--- src/rtl/jk_latch_driver_pkg.sv ---
// jk_latch_driver_pkg: command and FSM state encodings shared by the JK latch driver.
package jk_latch_driver_pkg;

  typedef enum logic [1:0] {
    CMD_HOLD   = 2'b00,
    CMD_RESET  = 2'b01,
    CMD_SET    = 2'b10,
    CMD_TOGGLE = 2'b11
  } cmd_e;

  typedef enum logic [1:0] {
    ST_IDLE  = 2'b00,
    ST_SETUP = 2'b01,
    ST_PULSE = 2'b10,
    ST_CHECK = 2'b11
  } state_e;

  function automatic logic next_q(cmd_e c, logic q);
    return c == CMD_TOGGLE ? ~q : c == CMD_SET ? 1'b1 : c == CMD_RESET ? 1'b0 : q;
  endfunction

endpackage

--- src/rtl/jk_cmd_fifo.sv ---
// jk_cmd_fifo: power-of-two synchronous FIFO; push when full and pop when empty are ignored.
module jk_cmd_fifo #(
  parameter int DEPTH = 4,
  parameter int W = 2,
  localparam int AW = $clog2(DEPTH),
  localparam int CW = AW + 1
) (
  input  logic          clk,
  input  logic          rst_n,
  input  logic          push,
  input  logic [W-1:0]  din,
  input  logic          pop,
  output logic [W-1:0]  dout,
  output logic          full,
  output logic          empty,
  output logic [AW:0]   count
);

  localparam logic [AW:0] FULL_CNT = CW'(DEPTH);

  logic [DEPTH-1:0][W-1:0] mem_q, mem_d;
  logic [AW-1:0] wr_q, wr_d, rd_q, rd_d;
  logic [AW:0] cnt_q, cnt_d;
  logic do_push, do_pop;

  assign full = cnt_q == FULL_CNT;
  assign empty = cnt_q == '0;
  assign count = cnt_q;
  assign dout = mem_q[rd_q];
  assign do_push = push && !full;
  assign do_pop = pop && !empty;

  always_comb begin
    mem_d = mem_q;
    if (do_push) mem_d[wr_q] = din;
    wr_d = wr_q + AW'(do_push);
    rd_d = rd_q + AW'(do_pop);
    cnt_d = cnt_q + CW'(do_push) - CW'(do_pop);
  end

  always_ff @(posedge clk or negedge rst_n) begin
    if (!rst_n) begin
      mem_q <= '0;
      wr_q <= '0;
      rd_q <= '0;
      cnt_q <= '0;
    end else begin
      mem_q <= mem_d;
      wr_q <= wr_d;
      rd_q <= rd_d;
      cnt_q <= cnt_d;
    end
  end

endmodule

--- src/rtl/jk_latch_driver.sv ---
// jk_latch_driver: replays queued set/reset/toggle/hold commands onto a JK latch as
// a j/k setup phase followed by a bounded enable pulse, and tracks the expected q.
module jk_latch_driver
  import jk_latch_driver_pkg::*;
#(
  parameter int DEPTH = 4,
  parameter int HOLD = 2,
  parameter int PULSE = 1
) (
  input  logic       clk,
  input  logic       rst_n,
  input  logic       cmd_valid,
  input  logic [1:0] cmd,
  output logic       cmd_ready,
  output logic       j,
  output logic       k,
  output logic       enable,
  input  logic       q_in,
  output logic       q_track,
  output logic       mismatch,
  input  logic       mismatch_clr,
  output logic       busy
);

  localparam int CW = $clog2((HOLD > PULSE ? HOLD : PULSE) + 1);
  localparam logic [CW-1:0] HOLD_LAST = CW'(HOLD - 1);
  localparam logic [CW-1:0] PULSE_LAST = CW'(PULSE - 1);

  state_e state_q, state_d;
  cmd_e cmd_q, cmd_d;
  logic [CW-1:0] cnt_q, cnt_d;
  logic q_track_q, q_track_d;
  logic mismatch_q, mismatch_d;
  logic j_q, j_d, k_q, k_d, en_q, en_d;
  logic rdy_q;
  logic push, pop, full, empty;
  logic [1:0] fifo_dout;
  logic [$clog2(DEPTH):0] count;

  jk_cmd_fifo #(.DEPTH(DEPTH), .W(2)) u_fifo (
    .clk   (clk),
    .rst_n (rst_n),
    .push  (push),
    .din   (cmd),
    .pop   (pop),
    .dout  (fifo_dout),
    .full  (full),
    .empty (empty),
    .count (count)
  );

  // rdy_q keeps cmd_ready low through reset and for the edge that releases it
  assign cmd_ready = rdy_q && !full;
  assign push = cmd_valid && cmd_ready;
  assign pop = state_q == ST_IDLE && !empty;
  assign busy = state_q != ST_IDLE || count != '0;
  assign j = j_q;
  assign k = k_q;
  assign enable = en_q;
  assign q_track = q_track_q;
  assign mismatch = mismatch_q;

  always_comb begin
    state_d = state_q;
    cmd_d = cmd_q;
    cnt_d = cnt_q;
    q_track_d = q_track_q;
    mismatch_d = mismatch_q && !mismatch_clr;
    unique case (state_q)
      ST_IDLE: begin
        if (!empty) begin
          cmd_d = cmd_e'(fifo_dout);
          cnt_d = '0;
          state_d = ST_SETUP;
        end
      end
      ST_SETUP: begin
        cnt_d = cnt_q == HOLD_LAST ? '0 : cnt_q + CW'(1);
        state_d = cnt_q == HOLD_LAST ? ST_PULSE : ST_SETUP;
      end
      ST_PULSE: begin
        cnt_d = cnt_q + CW'(1);
        if (cnt_q == PULSE_LAST) begin
          q_track_d = next_q(cmd_q, q_track_q);
          state_d = ST_CHECK;
        end
      end
      ST_CHECK: begin
        if (q_in != q_track_q) mismatch_d = 1'b1;
        state_d = ST_IDLE;
      end
      default: state_d = ST_IDLE;
    endcase
    // Pin drives follow the current state one edge later, so j/k lead enable by HOLD cycles
    j_d = (state_q == ST_SETUP || state_q == ST_PULSE) && cmd_q[1];
    k_d = (state_q == ST_SETUP || state_q == ST_PULSE) && cmd_q[0];
    en_d = state_q == ST_PULSE;
  end

  always_ff @(posedge clk or negedge rst_n) begin
    if (!rst_n) begin
      state_q <= ST_IDLE;
      cmd_q <= CMD_HOLD;
      cnt_q <= '0;
      q_track_q <= 1'b0;
      mismatch_q <= 1'b0;
      j_q <= 1'b0;
      k_q <= 1'b0;
      en_q <= 1'b0;
      rdy_q <= 1'b0;
    end else begin
      state_q <= state_d;
      cmd_q <= cmd_d;
      cnt_q <= cnt_d;
      q_track_q <= q_track_d;
      mismatch_q <= mismatch_d;
      j_q <= j_d;
      k_q <= k_d;
      en_q <= en_d;
      rdy_q <= 1'b1;
    end
  end

endmodule

--- config.mk ---
export PLATFORM = sky130hd
export DESIGN_NAME = jk_latch_driver
export DESIGN_NICKNAME = d
export VERILOG_FILES = /design/src/rtl/jk_latch_driver_pkg.sv /design/src/rtl/jk_cmd_fifo.sv /design/src/rtl/jk_latch_driver.sv
export SDC_FILE = /design/constraint.sdc
export NUM_CORES = 1
export LEC_CHECK = 0
export BUFFER_PORTS_ARGS = -buffer_cell sky130_fd_sc_hd__buf_2
export CORE_ASPECT_RATIO = 1.5
export CORE_UTILIZATION = 40
export DETAILED_ROUTE_END_ITERATION = 7
export SYNTH_ARGS = -nofsm -noshare
export SYNTH_HDL_FRONTEND = slang
export SYNTH_SLANG_ARGS = --single-unit
--- constraint.sdc ---
create_clock -name clk -period 2.7 [get_ports clk]
set_clock_uncertainty 0.1 [all_clocks]
set_input_delay 0.405 -clock clk [delete_from_list [all_inputs] [get_ports clk]]
set_output_delay 0.405 -clock clk [all_outputs]
set_load 0.02 [all_outputs]
==> impl_metrics.xml <==
<?xml version="1.0" encoding="UTF-8"?>
<metrics>
  <group name="finish">
    <metric name="number_of_nets_in_the_layout" unit="">139</metric>
    <metric name="filler_cell_count" unit="">307</metric>
    <metric name="final_util" unit="">0.4708</metric>
    <metric name="area.growth.synth_to_final" unit="%">12.52</metric>
    <metric name="n_antenna_cell" unit="">0</metric>
    <metric name="layout_cells_sized_above_1" unit="">0.2521</metric>
  </group>
  <group name="detailed_routing">
    <metric name="drt-vias-per-instance" unit="">5.170</metric>
    <metric name="totalWireLength" unit="microns">2244</metric>
    <metric name="route.detailed.wl_per_inst" unit="microns">14.11</metric>
    <metric name="vias" unit="">822</metric>
    <metric name="route.antenna.remaining_nets" unit="">0</metric>
    <metric name="drt-pass1-iter-count" unit="">4</metric>
    <metric name="remaining_drc_errors" unit="">0</metric>
    <metric name="detail_route.iter0.violations" unit="">13</metric>
  </group>
  <group name="critical_path">
    <metric name="rrSetupSlack" unit="ns">0.38</metric>
    <metric name="arrival" unit="ns">1.86</metric>
    <metric name="worst_setup_path_end_kind" unit="">output port</metric>
    <metric name="worstRegToRegCells" unit="">7</metric>
    <metric name="timing_worst_setup_path_type" unit="">reg2out</metric>
    <metric name="reg2reg_from" unit="">u_fifo.count[1]</metric>
    <metric name="worstReg2RegEnd" unit="">u_fifo.count[2]</metric>
    <metric name="timing.critical_path.required" unit="ns">2.19</metric>
    <metric name="start_kind" unit="">flip-flop</metric>
    <metric name="worst-path-max-fanout" unit="">6</metric>
  </group>
  <group name="floorplanning">
    <metric name="row_count" unit="">25</metric>
    <metric name="start_util" unit="">0.4184</metric>
    <metric name="floorplan.io_pins" unit="">14</metric>
    <metric name="area_of_the_core" unit="sq um">3128</metric>
    <metric name="fp.dieArea" unit="sq um">3509</metric>
    <metric name="die-height" unit="microns">72.06</metric>
    <metric name="chipWidth" unit="microns">48.71</metric>
  </group>
  <group name="logic_synthesis">
    <metric name="count_of_flip_flops_with_a_built_in_enable_after_synthesis" unit="">0</metric>
    <metric name="yosys-top-cells-count" unit="">sky130_fd_sc_hd__dfrtp_1, sky130_fd_sc_hd__ha_1, sky130_fd_sc_hd__mux2_2</metric>
    <metric name="synth_fp_nets" unit="">121</metric>
    <metric name="asyncSetResetFlopFracSynth" unit="">1.000</metric>
    <metric name="synth_flop_cell" unit="">sky130_fd_sc_hd__dfrtp_1</metric>
    <metric name="synthDistinctLibCells" unit="">28</metric>
    <metric name="mappedNetlistArea" unit="sq um">1309</metric>
    <metric name="netlist_top_cells_area" unit="">sky130_fd_sc_hd__dfrtp_1, sky130_fd_sc_hd__ha_1, sky130_fd_sc_hd__mux2_2, sky130_fd_sc_hd__mux4_2, sky130_fd_sc_hd__inv_1</metric>
    <metric name="post-synth-top-count-cell" unit="">sky130_fd_sc_hd__dfrtp_1</metric>
    <metric name="number_of_warning_messages_in_the_yosys_log" unit="">0</metric>
    <metric name="synth_top_cell_area_share" unit="">0.5163</metric>
    <metric name="synthCells" unit="">102</metric>
    <metric name="synth_area_per_cell" unit="sq um">12.83</metric>
    <metric name="synth_top_cell_by_area" unit="">sky130_fd_sc_hd__dfrtp_1</metric>
    <metric name="yosysSeqAreaShare" unit="">0.5163</metric>
    <metric name="synth_seq_cells" unit="">27</metric>
  </group>
  <group name="sta">
    <metric name="max-slew-margin-rel" unit="">0.4393</metric>
    <metric name="slew_viol_final" unit="">0</metric>
    <metric name="final.min_clock_period" unit="ns">2.361</metric>
    <metric name="final-hold-violation-count" unit="">0</metric>
    <metric name="grt_setup_unrepaired" unit="">false</metric>
    <metric name="finalCritPeriodShare" unit="">0.8744</metric>
    <metric name="fin_tns_setup" unit="ns">0</metric>
    <metric name="timing.final.setup_violations" unit="">0</metric>
    <metric name="tightestPinTransition" unit="ns">0.8339</metric>
    <metric name="max_clock_freq" unit="GHz">0.4236</metric>
    <metric name="worst_slack" unit="ns">0.3391</metric>
  </group>
  <group name="clock_tree">
    <metric name="cts_max_level" unit="">1</metric>
    <metric name="clockBufferDepth" unit="">2</metric>
    <metric name="postCtsResizedCells" unit="">0</metric>
    <metric name="tritoncts_buffers" unit="">3</metric>
    <metric name="cts_setup_buffers" unit="">0</metric>
    <metric name="postCtsHoldBufs" unit="">0</metric>
    <metric name="tritoncts_num_sinks" unit="">27</metric>
    <metric name="cts_tree" unit="">built</metric>
    <metric name="worst_setup_hold_path_clk_slew" unit="ns">0.10</metric>
    <metric name="clk_root_buffer_cell" unit="">sky130_fd_sc_hd__clkbuf_8</metric>
    <metric name="clkLatencyLatePin" unit="ns">0.28</metric>
  </group>
  <group name="power">
    <metric name="leakagePower" unit="nW">0.6817</metric>
    <metric name="power_per_cell_area" unit="nW/um^2">1109</metric>
    <metric name="power.total" unit="mW">1.634</metric>
    <metric name="vdd_ir_drop_max" unit="mV">0.5543</metric>
  </group>
  <group name="grt">
    <metric name="grt_max_degree" unit="">28</metric>
    <metric name="grt.total_usage" unit="">0.1452</metric>
    <metric name="grt_pass1_vias" unit="">789</metric>
    <metric name="global_route.overflow_total" unit="">0</metric>
    <metric name="antenna_found_initial" unit="">0</metric>
    <metric name="grt_pass1_wl" unit="microns">3691</metric>
  </group>
  <group name="flow_run">
    <metric name="max_cap_violations" unit="">0</metric>
  </group>
  <group name="outcome">
    <metric name="run_status" unit="">completed</metric>
  </group>
  <group name="min_path">
    <metric name="worstHoldPathType" unit="">in2async</metric>
  </group>
  <group name="placed_design">
    <metric name="finalWeightedCongestion" unit="">0.7629</metric>
    <metric name="post-dp-hpwl" unit="microns">1689</metric>
    <metric name="place_worst_setup_slack" unit="ns">0.3685</metric>
    <metric name="port-buffer-count" unit="">13</metric>
  </group>
</metrics>
## worst max path at each step
stage	start	end
2_1_floorplan	u_fifo.count[1]	u_fifo.count[2]
3_3_place_gp	state_q[0]	u_fifo.count[2]
3_5_place_dp	u_fifo.count[1]	u_fifo.count[2]
4_1_cts	state_q[0]	busy
5_1_grt	u_fifo.count[1]	u_fifo.count[2]
6_report	state_q[0]	busy
## cells by family (layout without fill, tap and decap cells)
group,after synthesis,after routing,share of synthesized area
mux,14,14,0.1358
simple gates,21,21,0.09464
fa+ha+maj,12,12,0.1205
flops,27,27,0.5163
other cells,1,1,0.002865
compound gates,12,12,0.06406
xor+xnor,6,6,0.04016
buf+inv,9,26,0.02581
## worst max-delay path: stages (launching register included)
cell	delay (ns)
sky130_fd_sc_hd__dfrtp_1	0.45
sky130_fd_sc_hd__inv_1	0.13
sky130_fd_sc_hd__ha_1	0.20
sky130_fd_sc_hd__nor4b_1	0.43
sky130_fd_sc_hd__inv_1	0.17
sky130_fd_sc_hd__buf_2	0.20
## cell usage in the layout, fill, tap and decap left out, types with 2 or more instances in the layout
cell type                   n
sky130_fd_sc_hd__nand2b_1   2
sky130_fd_sc_hd__mux4_2     2
sky130_fd_sc_hd__ha_1      11
sky130_fd_sc_hd__mux2_2    10
sky130_fd_sc_hd__nor4b_1    3
sky130_fd_sc_hd__nand2_1    5
sky130_fd_sc_hd__inv_1      9
sky130_fd_sc_hd__clkbuf_8   3
sky130_fd_sc_hd__buf_2     13
sky130_fd_sc_hd__nor2_1     3
sky130_fd_sc_hd__and2_1     2
sky130_fd_sc_hd__xnor2_1    3
sky130_fd_sc_hd__xor2_1     3
sky130_fd_sc_hd__dfrtp_1   27
sky130_fd_sc_hd__mux2i_1    2
sky130_fd_sc_hd__nor2b_1    2
sky130_fd_sc_hd__o21ai_0    5
## registers in the layout, summed over array words and instances (netlist names), 2 cells and up, named ones only
register      count
u_fifo.mem_q      8
u_fifo.count      3
cmd_q             2
cnt_q             2
u_fifo.rd_q       2
u_fifo.wr_q       2
## stage by stage
| stage | hold slack (ns) | instances | cell area (sq um) |
|---|---|---|---|
| floorplan | 0.009409 | 102 | 1309 |
| global placement | 0.3439 | 155 | 1424 |
| detailed placement | 0.3564 | 155 | 1424 |
| CTS | 0.04370 | 159 | 1473 |
| global route | 0.07984 | 159 | 1473 |
| finish | 0.02929 | 159 | 1473 |
## final cells by class
cell class              count  area [sq um]  share of cell area
multi-input cells          66         599.3              0.4070
clock inverters             1         7.507            0.005098
repair buffers             13         65.06             0.04418
flip-flops and latches     27         675.6              0.4588
clock buffers               3         41.29             0.02804
inverters                   9         33.78             0.02294
well taps                  40         50.05             0.03398
## routing by layer
metal  global-route usage  vias up  share of wire
met5                    0        -              0
met4              0.08824        0          0.027
met3              0.01887        5          0.029
met2               0.2546       21           0.54
met1               0.1673      408           0.40
li1                     -      388              -
## report_power, final
group,internal (mW),switching [mW],total [mW]
combinational,0.345,0.306,0.651
sequential,0.587,0.162,0.748
clock,0.105,0.130,0.235
total,1.04,0.597,1.63
No activity file was read; power rests on OpenSTA's default activity.
